[src/rtl/rps_round_if.sv]
// Rock-paper-scissors round controller bus.
// Master drives start/rx bytes, slave reports round state and scores.
interface rps_round_if #(
  parameter int SCORE_W = 4
);
  logic               start;
  logic               rx_valid;
  logic [7:0]         rx_byte;
  logic               busy;
  logic [1:0]         countdown;
  logic [2:0]         player_move;
  logic [2:0]         cpu_move;
  logic [1:0]         result;
  logic [SCORE_W-1:0] player_score;
  logic [SCORE_W-1:0] cpu_score;

  modport master (
    output start, rx_valid, rx_byte,
    input  busy, countdown, player_move, cpu_move,
    input  result, player_score, cpu_score
  );

  modport slave (
    input  start, rx_valid, rx_byte,
    output busy, countdown, player_move, cpu_move,
    output result, player_score, cpu_score
  );
endinterface

[src/rtl/rps_round_fsm.sv]
// Rock-paper-scissors round controller: countdown, gesture
// capture with debounce, LFSR cpu move, saturating scores.
module rps_round_fsm #(
  parameter int COUNT_CYCLES   = 48_000_000,
  parameter int STABLE_N       = 4,
  parameter int TIMEOUT_CYCLES = 240_000_000,
  parameter int HOLD_CYCLES    = 96_000_000,
  parameter int SCORE_W        = 4
) (
  input logic       clk,
  input logic       reset,
  rps_round_if.slave bus
);

  typedef enum logic [1:0] {
    IDLE, COUNT, CAPTURE, RESULT
  } state_t;

  localparam logic [SCORE_W-1:0] SMAX = '1;

  state_t             state, state_n;
  logic [31:0]        timer, timer_n;
  logic [1:0]         cdown, cdown_n;
  logic [2:0]         cand, cand_n;
  logic [7:0]         stable, stable_n;
  logic [7:0]         lfsr, lfsr_n;
  logic [2:0]         pmove, pmove_n;
  logic [2:0]         cmove, cmove_n;
  logic [1:0]         res, res_n;
  logic [SCORE_W-1:0] pscore, pscore_n;
  logic [SCORE_W-1:0] cscore, cscore_n;

  logic [2:0] code;
  logic       code_ok;
  logic [1:0] pick;
  logic [2:0] pick_oh;
  logic [7:0] upd_stable;
  logic       lock;
  logic       beats;
  logic [1:0] outcome;
  logic       unused_bits;

  assign code       = bus.rx_byte[7:5];
  assign unused_bits = ^bus.rx_byte[4:0];
  assign code_ok    = (code == 3'b100) ||
                      (code == 3'b010) ||
                      (code == 3'b001);
  assign pick       = 2'(lfsr % 8'd3);
  assign upd_stable = (code == cand) ? stable + 8'd1 : 8'd1;
  assign lock       = bus.rx_valid && code_ok &&
                      (upd_stable == 8'(STABLE_N));

  // Decode the cpu pick and score the player's gesture against it
  always_comb begin
    pick_oh = 3'b000;
    unique case (1'b1)
      (pick == 2'd0): pick_oh = 3'b100;
      (pick == 2'd1): pick_oh = 3'b010;
      default:        pick_oh = 3'b001;
    endcase
    beats = (code == 3'b100 && pick_oh == 3'b001) ||
            (code == 3'b001 && pick_oh == 3'b010) ||
            (code == 3'b010 && pick_oh == 3'b100);
    outcome = (code == pick_oh) ? 2'b11 :
              beats             ? 2'b01 : 2'b10;
  end

  // Next-state and datapath updates for the round sequence
  always_comb begin
    state_n  = state;
    timer_n  = timer;
    cdown_n  = cdown;
    cand_n   = cand;
    stable_n = stable;
    pmove_n  = pmove;
    cmove_n  = cmove;
    res_n    = res;
    pscore_n = pscore;
    cscore_n = cscore;
    lfsr_n   = {lfsr[6:0],
                lfsr[7] ^ lfsr[5] ^ lfsr[4] ^ lfsr[3]};
    unique case (state)
      IDLE: begin
        if (bus.start) begin
          state_n = COUNT;
          cdown_n = 2'd3;
          timer_n = '0;
        end
      end
      COUNT: begin
        if (timer == 32'(COUNT_CYCLES - 1)) begin
          timer_n = '0;
          if (cdown == 2'd1) begin
            state_n  = CAPTURE;
            cdown_n  = 2'd0;
            cand_n   = '0;
            stable_n = '0;
            res_n    = 2'b00;
            pmove_n  = '0;
            cmove_n  = '0;
          end else begin
            cdown_n = cdown - 2'd1;
          end
        end else begin
          timer_n = timer + 32'd1;
        end
      end
      CAPTURE: begin
        timer_n = timer + 32'd1;
        if (bus.rx_valid) begin
          if (code_ok) begin
            cand_n   = code;
            stable_n = upd_stable;
          end else begin
            cand_n   = '0;
            stable_n = '0;
          end
        end
        if (lock) begin
          state_n = RESULT;
          timer_n = '0;
          pmove_n = code;
          cmove_n = pick_oh;
          res_n   = outcome;
          if (outcome == 2'b01 && pscore != SMAX)
            pscore_n = pscore + SCORE_W'(1);
          if (outcome == 2'b10 && cscore != SMAX)
            cscore_n = cscore + SCORE_W'(1);
        end else if (timer == 32'(TIMEOUT_CYCLES - 1)) begin
          state_n = RESULT;
          timer_n = '0;
          pmove_n = '0;
          cmove_n = pick_oh;
          res_n   = 2'b10;
          if (cscore != SMAX)
            cscore_n = cscore + SCORE_W'(1);
        end
      end
      RESULT: begin
        if (timer == 32'(HOLD_CYCLES - 1)) begin
          state_n = IDLE;
          timer_n = '0;
        end else begin
          timer_n = timer + 32'd1;
        end
      end
      default: state_n = IDLE;
    endcase
  end

  // State and datapath registers with synchronous reset
  always_ff @(posedge clk) begin
    if (reset) begin
      state  <= IDLE;
      timer  <= '0;
      cdown  <= '0;
      cand   <= '0;
      stable <= '0;
      lfsr   <= 8'h01;
      pmove  <= '0;
      cmove  <= '0;
      res    <= '0;
      pscore <= '0;
      cscore <= '0;
    end else begin
      state  <= state_n;
      timer  <= timer_n;
      cdown  <= cdown_n;
      cand   <= cand_n;
      stable <= stable_n;
      lfsr   <= lfsr_n;
      pmove  <= pmove_n;
      cmove  <= cmove_n;
      res    <= res_n;
      pscore <= pscore_n;
      cscore <= cscore_n;
    end
  end

  assign bus.busy         = (state != IDLE);
  assign bus.countdown    = cdown;
  assign bus.player_move  = pmove;
  assign bus.cpu_move     = cmove;
  assign bus.result       = res;
  assign bus.player_score = pscore;
  assign bus.cpu_score    = cscore;

endmodule
[src/flat_wrapper.sv]
// flat-port wrapper written by rule: the top's interface ports become plain ports
module rps_round_fsm_flat 
#(
  parameter int COUNT_CYCLES   = 48_000_000,
  parameter int STABLE_N       = 4,
  parameter int TIMEOUT_CYCLES = 240_000_000,
  parameter int HOLD_CYCLES    = 96_000_000,
  parameter int SCORE_W        = 4
)
  (clk, reset, bus_start, bus_rx_valid, bus_rx_byte, bus_busy, bus_countdown, bus_player_move, bus_cpu_move, bus_result, bus_player_score, bus_cpu_score);
  rps_round_if #(.SCORE_W(SCORE_W)) bus_i ();
  input logic clk;
  input logic reset;
  input wire logic [$bits(bus_i.start)-1:0] bus_start;
  input wire logic [$bits(bus_i.rx_valid)-1:0] bus_rx_valid;
  input wire logic [$bits(bus_i.rx_byte)-1:0] bus_rx_byte;
  output wire logic [$bits(bus_i.busy)-1:0] bus_busy;
  output wire logic [$bits(bus_i.countdown)-1:0] bus_countdown;
  output wire logic [$bits(bus_i.player_move)-1:0] bus_player_move;
  output wire logic [$bits(bus_i.cpu_move)-1:0] bus_cpu_move;
  output wire logic [$bits(bus_i.result)-1:0] bus_result;
  output wire logic [$bits(bus_i.player_score)-1:0] bus_player_score;
  output wire logic [$bits(bus_i.cpu_score)-1:0] bus_cpu_score;
  assign bus_i.start = bus_start;
  assign bus_i.rx_valid = bus_rx_valid;
  assign bus_i.rx_byte = bus_rx_byte;
  assign bus_busy = bus_i.busy;
  assign bus_countdown = bus_i.countdown;
  assign bus_player_move = bus_i.player_move;
  assign bus_cpu_move = bus_i.cpu_move;
  assign bus_result = bus_i.result;
  assign bus_player_score = bus_i.player_score;
  assign bus_cpu_score = bus_i.cpu_score;
  rps_round_fsm #(.COUNT_CYCLES(COUNT_CYCLES), .STABLE_N(STABLE_N), .TIMEOUT_CYCLES(TIMEOUT_CYCLES), .HOLD_CYCLES(HOLD_CYCLES), .SCORE_W(SCORE_W)) u_core (.clk(clk), .reset(reset), .bus(bus_i));
endmodule
[config.mk]
export PLATFORM = sky130hd
export DESIGN_NAME = rps_round_fsm_flat
export DESIGN_NICKNAME = d
export VERILOG_FILES = /design/src/rtl/rps_round_if.sv /design/src/rtl/rps_round_fsm.sv /design/src/flat_wrapper.sv
export SDC_FILE = /design/constraint.sdc
export NUM_CORES = 1
export LEC_CHECK = 0
export ABC_AREA = 1
export BUFFER_PORTS_ARGS = -buffer_cell sky130_fd_sc_hd__buf_2
export CORE_ASPECT_RATIO = 0.6
export CORE_MARGIN = 2
export CORE_UTILIZATION = 45
export CTS_CLUSTER_SIZE = 30
export DETAILED_ROUTE_END_ITERATION = 6
export GPL_TIMING_DRIVEN = 0
export PLACE_DENSITY = 0.66
export SYNTH_ARGS = -nofsm -noshare
export SYNTH_HDL_FRONTEND = slang
export SYNTH_SLANG_ARGS = --single-unit
[constraint.sdc]
create_clock -name clk -period 3 [get_ports clk]
set_input_delay 0.3 -clock clk [delete_from_list [all_inputs] [get_ports clk]]
set_output_delay 0.3 -clock clk [all_outputs]
set_load 0.01 [all_outputs]
==> summary.txt <==
STA
  – Pins Over Slew Limit: 0
  – Max_slew headroom: 40.0%
  – Worst-Margin Slew: 0.896 ns
  – F_max: 301 MHz
  – RSZ-0062 raised after global routing: yes
  – Worst hold slack: 0.315 ns
  – Skew final: 0.00604 ns
  – Final setup margin: -0.320 ns
  – Fin crit share: 111%
  – Final hold vios: 0
  – Final setup vio count: 22
  – Final min period: 3.32 ns

Detailed routing
  – TritonRoute pass-1 iters: 5
  – Remaining DRCs: 0
  – Routed WL per cell: 13.6 um
  – Vias: 4031
  – Drt via density: 5.28
  – Final WL: 10.4 mm
  – ANT nets after route: 0
  – 1st-iter DRT viols: 324

Worst setup path
  – CP peak stage delay: 0.36 ns
  – CP arrival: 3.55 ns
  – Crit-path max FO: 4
  – Most used cell, CP: nand2_2
  – Startpoint types: register
  – Critical path type: register to register
  – R2R setup slack: -0.32 ns
  – WP data required: 3.23 ns
  – Slowest CP cell: dfxtp_4
  – CP Capture Type: register

Flow run
  – Max Cap Violations: 0

Finish
  – ANT cells: 0
  – Layout cells sized above 1: 22.1%
  – Post-route cell area: 5050 sq um
  – Fin nets: 667
  – Area delta synth->final: 20.6%

Placement
  – DP Area: 4550 sq um
  – DP HPWL: 7.68 mm
  – IO Port Bufs: 25
  – Final Wtd Congestion: 0.917

Floorplanning
  – Core footprint: 9120 sq um
  – Die X: 129 um
  – Die ar.: 10100 sq um
  – Initial Util: 46.0%
  – Die height: 78.8 um
  – I/O Pins: 31
  – FP Rows: 27

Global route
  – Largest net degree at the start of global routing: 13
  – Vias in the first global route: 3633
  – Total GRT Usage: 21.3%
  – Antenna violations before repair: 0
  – Gr ovfl total: 0
  – First-pass GRT wire length: 17.3 mm

Power
  – Psw: 1.02 mW
  – Power, Total: 2.93 mW
  – Combinational Power Share: 27.8%
  – Clock network power share: 37.5%
  – Worst VDD drop: 0.000263 V
  – Leakage Power: 1.94 nW
  – PwrDens: 579 nW/um^2
  – Part of the power in registers: 34.7%
  – Int Pwr: 1.91 mW
  – Switching part of the total: 34.7%

Clocking
  – Worst skew pair latency: 0.34 ns
  – Clock Path Buffers: 2
  – CTS clock-pin slew for the worst setup and hold paths: 0.06 ns
  – CTS buffer count: 9
  – TritonCTS clock tree: yes
  – Clock H-tree levels: 3
  – Root Buffer: clkbuf_16
  – CTS sink count: 71

Yosys
  – Synth top area cells: dfxtp_1, nand2_1, nor2_1, inv_1, nand3_1
  – Number of synthesized flops with an enable pin: 0
  – Synth Flop Type: dfxtp_1
  – Synthesized area: 4190 sq um
  – Seq/Total Area, Yosys: 33.9%
  – Avg Synthesized Cell Area: 7.01 sq um
  – Share of the synthesized area in the top cell type: 33.9%
  – Synth unique cells: 46
  – Yosys reg bits: 71
  – Yosys warns: 0
  – Async SR Flop Fraction: 0%
  – Post-synth top area cell: dfxtp_1
  – Post-Syn Instances: 598
  – Synthesized net count: 622

Status
  – Failing checks: setup timing
  – Status: complete, but fails checks

Worst hold path
  – Worst hold path class: primary input to register
[per-stage QoR]
| stage | util [%] | setup slack (ns) | TNS, ns | std cells |
|---|---|---|---|---|
| after floorplan | - | -0.0314 | -0.0931 | 598 |
| after global placement | 49.9 | -0.269 | -2.60 | 739 |
| after detailed placement | 49.9 | -0.345 | -4.16 | 739 |
| after CTS | 54.1 | -0.291 | -2.36 | 761 |
| after global routing | 55.4 | -0.590 | -14.24 | 764 |
| final | 55.4 | -0.320 | -2.95 | 764 |
[state kept, by name, indices dropped and copies added (netlist names)]
signal	cells
u_core.timer	32
u_core.lfsr	8
u_core.stable	8
u_core.bus.cpu_score	4
u_core.bus.player_score	4
u_core.bus.cpu_move	3
u_core.bus.player_move	3
u_core.cand	3
u_core.bus.countdown	2
u_core.bus.result	2
u_core.state	2
[metal layers]
| metal | GRT usage [%] | vias to the layer above | wire, um |
|---|---|---|---|
| li1 | - | 2076 | - |
| met1 | 32.9 | 1836 | 5570 |
| met2 | 29.3 | 107 | 4160 |
| met3 | 5.05 | 12 | 620 |
| met4 | 5.54 | 0 | 69 |
| met5 | 0 | - | 0 |
[layout make-up]
class / count / area (sq um)
multi-input cells: 436 / 2620
flip-flops and latches: 71 / 1430
clock buffers: 11 / 253
fillers: 854 / 4070
plain buffers: 12 / 48.8
inverters: 79 / 308
clock inverters: 5 / 56.3
well taps: 116 / 145
repair buffers: 34 / 193
[timing repair]
item	in CTS	in global routing
resized for setup	11	24
pin swaps	13	17
hold buffers	0	0
setup endpoints to repair	10	57
setup buffers	6	3
[worst max-delay path: cells and delay by family, from the launching register on]
family / cells / cell delay, ns
fa+ha+maj: 2 / 0.32
compound gates: 1 / 0.14
buf+inv: 4 / 0.22
simple gates: 27 / 2.16
flops: 1 / 0.36
[placed cells by master, fill, tap and decap left out, types with 12 or more instances in the layout]
master   count
inv_1       70
nand3_1     32
buf_2       27
dfxtp_1     67
xnor2_1     12
nand2_1     96
xor2_1      16
nor2_1      78
nand4_1     22
nor3_1      28
nand2_2     25
a21oi_1     24
[cell usage after synthesis, types with 4 or more instances]
cell and count:
nand2_2 14, dfxtp_1 71, xnor2_1 12, ha_1 12
a21oi_2 4, nor2_1 81, xor2_1 16, o21ai_1 4
nand3_2 5, nand3_1 39, inv_2 4, clkbuf_1 10
nand2_1 108, inv_1 73, a21oi_1 27, o21ai_0 8
nor4_1 13, nand2_4 6, nor3_1 31, nand4_1 22
[kinds of logic (layout without fill, tap and decap cells)]
logic type	after synthesis	count (layout)	synth area share (%)
flops	71	71	33.9
xor+xnor	28	28	5.85
buf+inv	91	141	8.24
fa+ha+maj	12	12	3.58
simple gates	334	334	39.1
compound gates	62	62	9.31
[power groups by stage]
stage / sequential [mW] / combinational, mW / clock, mW
floorplan: 1.03 / 0.560 / 0
CTS: 1.01 / 0.766 / 1.12
global placement: 1.03 / 0.741 / 0
finish: 1.01 / 0.813 / 1.10
detailed placement: 1.04 / 0.758 / 0
global route: 1.02 / 0.908 / 1.16
[path summary, 6_finish.rpt]
path | startpoint | end | cells past startpoint
max | u_core.lfsr[7]$_SDFF_PP0_ | u_core.bus.cpu_score[1]$_SDFFE_PP0P_ | 34
min | bus_rx_byte[5] | u_core.bus.player_move[0]$_SDFFE_PP0P_ | 3
max reg2reg | u_core.lfsr[7]$_SDFF_PP0_ | u_core.bus.cpu_score[1]$_SDFFE_PP0P_ | 34
min reg2reg | u_core.bus.cpu_move[0]$_SDFFE_PP0P_ | u_core.bus.cpu_move[0]$_SDFFE_PP0P_ | 2
(Power assumes the default switching activity.)
